## src/rtl/alu_seq_if.sv

```systemverilog
// alu_seq_if: request/response bundle between the CPU control unit and alu_seq.
// The control unit drives start/op/a/b; the ALU returns results, flags and handshake.
interface alu_seq_if #(
  parameter int WIDTH = 16
);
  logic             start;
  logic [3:0]       op;
  logic [WIDTH-1:0] a;
  logic [WIDTH-1:0] b;
  logic [WIDTH-1:0] F;
  logic [WIDTH-1:0] H;
  logic             C;
  logic             Z;
  logic             N;
  logic             OV;
  logic             busy;
  logic             done;

  modport master (
    output start, op, a, b,
    input  F, H, C, Z, N, OV, busy, done
  );

  modport slave (
    input  start, op, a, b,
    output F, H, C, Z, N, OV, busy, done
  );
endinterface

```

## src/rtl/alu_seq.sv

```systemverilog
// alu_seq: clocked ALU with carry-chained add/sub, shift-add multiply
// and restoring divide; results and flags are registered.
module alu_seq #(
  parameter int WIDTH = 16,
  parameter int CW    = 5
) (
  input  logic       clk,
  input  logic       rst,
  alu_seq_if.slave   bus
);

  localparam logic [3:0] OP_NOP = 4'h0;
  localparam logic [3:0] OP_ADD = 4'h1;
  localparam logic [3:0] OP_SUB = 4'h2;
  localparam logic [3:0] OP_INC = 4'h3;
  localparam logic [3:0] OP_DEC = 4'h4;
  localparam logic [3:0] OP_AND = 4'h5;
  localparam logic [3:0] OP_OR  = 4'h6;
  localparam logic [3:0] OP_NOT = 4'h7;
  localparam logic [3:0] OP_SHL = 4'h8;
  localparam logic [3:0] OP_SHR = 4'h9;
  localparam logic [3:0] OP_SAL = 4'hA;
  localparam logic [3:0] OP_SAR = 4'hB;
  localparam logic [3:0] OP_ADC = 4'hC;
  localparam logic [3:0] OP_SBC = 4'hD;
  localparam logic [3:0] OP_MUL = 4'hE;
  localparam logic [3:0] OP_DIV = 4'hF;

  typedef enum logic [1:0] {
    S_IDLE,
    S_MUL,
    S_DIV
  } state_e;

  state_e           state_q, state_d;
  logic [CW-1:0]    cnt_q, cnt_d;
  logic [WIDTH-1:0] x_q, x_d;
  logic [WIDTH-1:0] hi_q, hi_d;
  logic [WIDTH-1:0] lo_q, lo_d;
  logic [WIDTH-1:0] f_q, f_d;
  logic [WIDTH-1:0] h_q, h_d;
  logic             c_q, c_d;
  logic             z_q, z_d;
  logic             n_q, n_d;
  logic             ov_q, ov_d;
  logic             done_q, done_d;
  logic             busy;

  logic [WIDTH-1:0] y;
  logic             cin;
  logic [WIDTH:0]   sum;
  logic             sum_ov;
  logic [WIDTH-1:0] alu_f;
  logic [WIDTH-1:0] alu_h;
  logic             alu_c;
  logic             alu_ov;

  // All add/sub flavours share one adder: a + y + cin.
  always_comb begin
    y   = '0;
    cin = 1'b0;
    case (bus.op)
      OP_ADD: y = bus.b;
      OP_SUB: begin y = ~bus.b; cin = 1'b1; end
      OP_INC: cin = 1'b1;
      OP_DEC: y = '1;
      OP_ADC: begin y = bus.b; cin = c_q; end
      OP_SBC: begin y = ~bus.b; cin = c_q; end
      default: ;
    endcase
    sum    = {1'b0, bus.a} + {1'b0, y} + {{WIDTH{1'b0}}, cin};
    sum_ov = (bus.a[WIDTH-1] == y[WIDTH-1])
           & (sum[WIDTH-1] != bus.a[WIDTH-1]);
  end

  always_comb begin
    alu_f  = '0;
    alu_h  = '0;
    alu_c  = 1'b0;
    alu_ov = 1'b0;
    case (bus.op)
      OP_ADD, OP_SUB, OP_INC, OP_DEC, OP_ADC, OP_SBC: begin
        alu_f  = sum[WIDTH-1:0];
        alu_c  = sum[WIDTH];
        alu_ov = sum_ov;
      end
      OP_AND: alu_f = bus.a & bus.b;
      OP_OR:  alu_f = bus.a | bus.b;
      OP_NOT: alu_f = ~bus.a;
      OP_SHL: begin
        alu_f = {bus.a[WIDTH-2:0], 1'b0};
        alu_c = bus.a[WIDTH-1];
      end
      OP_SHR: begin
        alu_f = {1'b0, bus.a[WIDTH-1:1]};
        alu_c = bus.a[0];
      end
      OP_SAL: begin
        alu_f  = {bus.a[WIDTH-2:0], 1'b0};
        alu_c  = bus.a[WIDTH-1];
        alu_ov = bus.a[WIDTH-1] ^ bus.a[WIDTH-2];
      end
      OP_SAR: begin
        alu_f = {bus.a[WIDTH-1], bus.a[WIDTH-1:1]};
        alu_c = bus.a[0];
      end
      OP_DIV: begin
        // only reaches here with b == 0
        alu_f  = '1;
        alu_h  = bus.a;
        alu_ov = 1'b1;
      end
      default: ;
    endcase
  end

  logic [WIDTH:0]   psum;
  logic [WIDTH-1:0] mul_hi, mul_lo;
  logic [WIDTH:0]   sh;
  logic             ge;
  logic [WIDTH-1:0] dsub;
  logic [WIDTH-1:0] div_hi, div_lo;

  always_comb begin
    psum   = {1'b0, hi_q} + (lo_q[0] ? {1'b0, x_q} : '0);
    mul_hi = psum[WIDTH:1];
    mul_lo = {psum[0], lo_q[WIDTH-1:1]};
    sh     = {hi_q, lo_q[WIDTH-1]};
    ge     = sh >= {1'b0, x_q};
    dsub   = sh[WIDTH-1:0] - x_q;
    div_hi = ge ? dsub : sh[WIDTH-1:0];
    div_lo = {lo_q[WIDTH-2:0], ge};
  end

  always_ff @(posedge clk or posedge rst) begin
    if (rst) begin
      state_q <= S_IDLE;
      cnt_q   <= '0;
      x_q     <= '0;
      hi_q    <= '0;
      lo_q    <= '0;
      f_q     <= '0;
      h_q     <= '0;
      c_q     <= 1'b0;
      z_q     <= 1'b0;
      n_q     <= 1'b0;
      ov_q    <= 1'b0;
      done_q  <= 1'b0;
    end else begin
      state_q <= state_d;
      cnt_q   <= cnt_d;
      x_q     <= x_d;
      hi_q    <= hi_d;
      lo_q    <= lo_d;
      f_q     <= f_d;
      h_q     <= h_d;
      c_q     <= c_d;
      z_q     <= z_d;
      n_q     <= n_d;
      ov_q    <= ov_d;
      done_q  <= done_d;
    end
  end

  always_comb begin
    state_d = state_q;
    cnt_d   = cnt_q;
    x_d     = x_q;
    hi_d    = hi_q;
    lo_d    = lo_q;
    f_d     = f_q;
    h_d     = h_q;
    c_d     = c_q;
    ov_d    = ov_q;
    done_d  = 1'b0;
    unique case (state_q)
      S_IDLE: begin
        if (bus.start) begin
          cnt_d = '0;
          hi_d  = '0;
          if (bus.op == OP_MUL) begin
            state_d = S_MUL;
            x_d     = bus.a;
            lo_d    = bus.b;
          end else if (bus.op == OP_DIV && bus.b != '0) begin
            state_d = S_DIV;
            x_d     = bus.b;
            lo_d    = bus.a;
          end else begin
            f_d    = alu_f;
            h_d    = alu_h;
            c_d    = alu_c;
            ov_d   = alu_ov;
            done_d = 1'b1;
          end
        end
      end
      S_MUL: begin
        hi_d  = mul_hi;
        lo_d  = mul_lo;
        cnt_d = cnt_q + 1'b1;
        if (cnt_q == CW'(WIDTH - 1)) begin
          state_d = S_IDLE;
          f_d     = mul_lo;
          h_d     = mul_hi;
          c_d     = mul_hi != '0;
          ov_d    = mul_hi != '0;
          done_d  = 1'b1;
        end
      end
      S_DIV: begin
        hi_d  = div_hi;
        lo_d  = div_lo;
        cnt_d = cnt_q + 1'b1;
        if (cnt_q == CW'(WIDTH - 1)) begin
          state_d = S_IDLE;
          f_d     = div_lo;
          h_d     = div_hi;
          c_d     = 1'b0;
          ov_d    = 1'b0;
          done_d  = 1'b1;
        end
      end
      default: state_d = S_IDLE;
    endcase
    z_d = done_d ? (f_d == '0)     : z_q;
    n_d = done_d ? f_d[WIDTH-1]    : n_q;
  end

  always_comb begin
    busy = state_q != S_IDLE;
  end

  assign bus.F    = f_q;
  assign bus.H    = h_q;
  assign bus.C    = c_q;
  assign bus.Z    = z_q;
  assign bus.N    = n_q;
  assign bus.OV   = ov_q;
  assign bus.busy = busy;
  assign bus.done = done_q;

endmodule
```

## src/flat_wrapper.sv

```systemverilog
// flat-port wrapper written by rule: the top's interface ports become plain ports
module alu_seq_flat 
#(
  parameter int WIDTH = 16,
  parameter int CW    = 5
)
  (clk, rst, bus_start, bus_op, bus_a, bus_b, bus_F, bus_H, bus_C, bus_Z, bus_N, bus_OV, bus_busy, bus_done);
  alu_seq_if #(.WIDTH(WIDTH)) bus_i ();
  input  logic clk;
  input  logic rst;
  input wire logic [$bits(bus_i.start)-1:0] bus_start;
  input wire logic [$bits(bus_i.op)-1:0] bus_op;
  input wire logic [$bits(bus_i.a)-1:0] bus_a;
  input wire logic [$bits(bus_i.b)-1:0] bus_b;
  output wire logic [$bits(bus_i.F)-1:0] bus_F;
  output wire logic [$bits(bus_i.H)-1:0] bus_H;
  output wire logic [$bits(bus_i.C)-1:0] bus_C;
  output wire logic [$bits(bus_i.Z)-1:0] bus_Z;
  output wire logic [$bits(bus_i.N)-1:0] bus_N;
  output wire logic [$bits(bus_i.OV)-1:0] bus_OV;
  output wire logic [$bits(bus_i.busy)-1:0] bus_busy;
  output wire logic [$bits(bus_i.done)-1:0] bus_done;
  assign bus_i.start = bus_start;
  assign bus_i.op = bus_op;
  assign bus_i.a = bus_a;
  assign bus_i.b = bus_b;
  assign bus_F = bus_i.F;
  assign bus_H = bus_i.H;
  assign bus_C = bus_i.C;
  assign bus_Z = bus_i.Z;
  assign bus_N = bus_i.N;
  assign bus_OV = bus_i.OV;
  assign bus_busy = bus_i.busy;
  assign bus_done = bus_i.done;
  alu_seq #(.WIDTH(WIDTH), .CW(CW)) u_core (.clk(clk), .rst(rst), .bus(bus_i));
endmodule
```

## config.mk

```make
export PLATFORM = sky130hd
export DESIGN_NAME = alu_seq_flat
export DESIGN_NICKNAME = d
export VERILOG_FILES = /design/src/rtl/alu_seq_if.sv /design/src/rtl/alu_seq.sv /design/src/flat_wrapper.sv
export SDC_FILE = /design/constraint.sdc
export NUM_CORES = 1
export LEC_CHECK = 0
export CORE_AREA = 2 2 182 184
export CTS_BUF_LIST = sky130_fd_sc_hd__clkbuf_8
export DETAILED_ROUTE_END_ITERATION = 16
export DIE_AREA = 0 0 184 186
export GPL_ROUTABILITY_DRIVEN = 0
export GPL_TIMING_DRIVEN = 0
export SLEW_MARGIN = 20
export SYNTH_ARGS = -nofsm -noshare
export SYNTH_HDL_FRONTEND = slang
export SYNTH_SLANG_ARGS = --single-unit
```

## constraint.sdc

```tcl
create_clock -name clk -period 4.3 [get_ports clk]
set_input_delay 0.86 -clock clk [delete_from_list [all_inputs] [get_ports clk]]
set_output_delay 0.86 -clock clk [all_outputs]
set_load 0.02 [all_outputs]
```

==> flow_summary.ini <==
[yosys]
yosysSeqAreaShare = 0.241
synth_edf_count = 0
synth_top_area_share = 0.241
postSynthCellCount = 1270
synth_nets = 1366
yosys.cell_count.top_type = nand2_1
syn_avg_cell_area_sq_um = 7.51
ys_types = 89
synth_common_cells = nand2_1, nor2_1, a21oi_1
yosysTopAreaCell = dfrtp_1
yosysWarnings = 0
syn_area_sq_um = 9540
synthTopCellsByArea = dfrtp_1, nand2_1, ha_1
synth_ff_type = dfrtp_1
yosys_register_bits = 92
synth-async-reset-ratio = 1.00

[grt]
grt_overflow = 0
grt_usage = 0.225
grt_max_degree = 69
antenna_found_initial = 0
grt_pass1_vias = 10023
grt_pass1_wl_um = 58800

[sta]
rsz0062_at_grt = yes
max_freq_mhz = 230
report.final.slew_viol_count = 0
hold_ws_ns = 0.516
relSlewSlack = 0.316
report.final.setup_viol = 1
skew_ns = 0.0209
max_slew.worst_pin.slew_ns = 1.03
finalHoldViolCount = 0
setup-tns-final_ns = -0.0495
layout_min_cycle_time_ns = 4.35
period_share = 1.01
layout_setup_ws_ns = -0.0495

[setup_path]
critPathCaptureType = flip-flop
critPathBufInv = 1
slowest_stage = nor4b_2
crit_fanout = 7
worst_ep_required_time_ns = 4.60
crit_family = simple AND/OR/NAND/NOR gates
worst-path-stages = 10
timing.critical_path.from = bus_b[6]
max_stage_delay_ns = 0.84
worst-r2r-cell-count = 13
path_cells = clkdlybuf4s50_1 -> or4_4 -> o41ai_4 -> nor4b_2 -> o21ai_1 -> nand4bb_1 -> nor4_2 -> nor3b_2 -> nand4bb_1 -> o32ai_2
crit_type = input pin to flip-flop
arrival_ns = 4.65
crit_path_frequent_cell = nand4bb_1
timing.rr.start = u_core.lo_q[0]
cp-start-kind = input pin

[run]
maxCapViolations = 0

[route]
drt-pass1-iter-count = 9
detail_route.wl_per_cell_um = 21.8
drc_errors = 0
final_antenna_net_count = 0
wl_um = 38800
viasPerCell = 5.94
drtIter0Drc = 1326
vias = 10566

[finish]
final_util = 0.358
syn2layout_area_growth_pct = 21.0
fin_nets = 1462
stdcell_area_sq_um = 11500
antenna_cells = 0
layout-drive-gt1-share = 0.120

[clocking]
clock_latency_ns = 0.41
path_clk_slew_ns = 0.11
clock-sinks = 92
clk_path_buf_depth = 2
cts_buffers = 9
clockRootBuffer = clkbuf_8
cts_max_level = 3
cts_tree = yes

[placed_design]
dp_hpwl_um = 29400
place_area_sq_um = 10800
dp_slack_ns = -1.66
port_buffers = 63

[power_and_ir_drop]
irDropWorstVdd_v = 0.000312
leakage_nw = 4.98
power_frac_seq = 0.261
p_int_w = 0.00302
power_frac_comb = 0.638
p_sw_w = 0.00320
swShare = 0.514
clkPwrFrac = 0.101
power_density_nw_per_um2 = 539

[die]
die_area_sq_um = 34200
dieHeight_um = 186
die_w_um = 184
start_util = 0.296
boundaryPins = 77
core_sq_um = 32200
num_rows = 66

[hold_path]
worstHoldStart = u_core.cnt_q[1]
whs_path_depth = 2
hp-class = flip-flop to flip-flop

[run_status]
status = complete, but fails checks
violations = negative setup slack
[metrics by stage]
step / power (W) / cells
3_3_place_gp: 0.00534 / 1741
4_1_cts: 0.00609 / 1758
5_1_grt: 0.00664 / 1779
2_1_floorplan: 0.00403 / 1270
6_report: 0.00622 / 1779
3_5_place_dp: 0.00538 / 1742
[worst register-to-register path, delay by kind of cell, from the launching register on]
family,cells,cell delay [ns]
xor+xnor,1,0.25
fa+ha+maj,1,0.35
simple gates,1,0.09
compound gates,8,2.04
flops,1,0.49
buf+inv,2,0.64
[final cells by class]
| class | count | area, sq um |
|---|---|---|
| repair buffers | 97 | 918 |
| flip-flops and latches | 92 | 2300 |
| inverters | 50 | 200 |
| fillers | 3405 | 20700 |
| clock inverters | 7 | 78.8 |
| well taps | 408 | 510 |
| plain buffers | 80 | 586 |
| clock buffers | 9 | 124 |
| multi-input cells | 1036 | 6820 |
[power by group through the flow]
| stage | sequential, W | combinational [W] | clock, W |
|---|---|---|---|
| 5_1_grt | 0.00167 | 0.00430 | 0.000664 |
| 2_1_floorplan | 0.00168 | 0.00235 | 0 |
| 3_3_place_gp | 0.00162 | 0.00372 | 0 |
| 6_report | 0.00162 | 0.00397 | 0.000628 |
| 3_5_place_dp | 0.00163 | 0.00375 | 0 |
| 4_1_cts | 0.00161 | 0.00383 | 0.000637 |
[routing by layer]
metal / global-route usage / vias up / share of wire / wire, um
met5: 0 / - / 0 / 0
li1: - / 4809 / - / -
met2: 0.354 / 583 / 0.44 / 17100
met1: 0.292 / 5034 / 0.41 / 16000
met4: 0.136 / 0 / 0.063 / 2440
met3: 0.0329 / 140 / 0.085 / 3300
[worst paths after layout]
path	end	slack, ns
worst min-delay path	u_core.cnt_q[1]	0.52
max in group asynchronous	u_core.bus.F[12]	2.91
min in group asynchronous	u_core.bus.H[2]	0.77
worst min register to register	u_core.cnt_q[1]	0.52
worst max-delay path	u_core.bus.Z	-0.05
worst max register to register	u_core.bus.C	0.32
[layout by cell type, fill, tap and decap left out, types with 6 or more instances in the layout]
cell type        instances
nand2_1                192
nor2_1                 129
a21oi_1                114
dfrtp_1                 92
o21ai_0                 69
clkdlybuf4s50_1         56
ha_1                    53
inv_1                   45
clkbuf_1                43
mux2i_1                 41
a31oi_1                 37
buf_4                   36
nand3_1                 24
nand2b_1                20
a221oi_1                20
a22o_1                  20
xnor2_1                 19
mux2_2                  16
a22oi_1                 16
a21o_1                  14
nor2b_1                 14
xor2_1                  14
o21ai_1                 13
clkbuf_8                13
o21a_1                  12
buf_6                   12
o211ai_1                11
a211oi_1                10
and2_1                   9
o22ai_1                  8
nor3b_1                  7
o21bai_1                 6
clkbuf_2                 6
o32ai_1                  6
[flip-flops by register name, summed over array words and instances (netlist names)]
| signal | cells |
|---|---|
| u_core.bus.OV | 1 |
| u_core.state_q | 2 |
| u_core.bus.H | 16 |
| u_core.bus.N | 1 |
| u_core.bus.Z | 1 |
| u_core.bus.F | 16 |
| u_core.x_q | 16 |
| u_core.hi_q | 16 |
| u_core.bus.C | 1 |
| u_core.cnt_q | 5 |
| u_core.bus.done | 1 |
| u_core.lo_q | 16 |
[logic make-up (layout without fill, tap and decap cells)]
logic type,Yosys count,after routing,synth area share
AO/OA/AOI/OAI,431,431,0.298
XOR/XNOR,34,34,0.0312
adder cells (fa/ha/maj),57,57,0.0779
buffers and inverters,142,243,0.0666
flip-flops,92,92,0.241
multiplexers,59,59,0.0641
AND/OR/NAND/NOR,455,455,0.220
[timing repair]
item,4_1_cts,5_1_grt
setup endpoints to repair,20,5
gates resized for setup,65,45
setup buffers,6,25
hold buffers,0,0
pin swaps,13,19
gates cloned,0,2
Note: power is estimated with default switching activity, not from simulation.
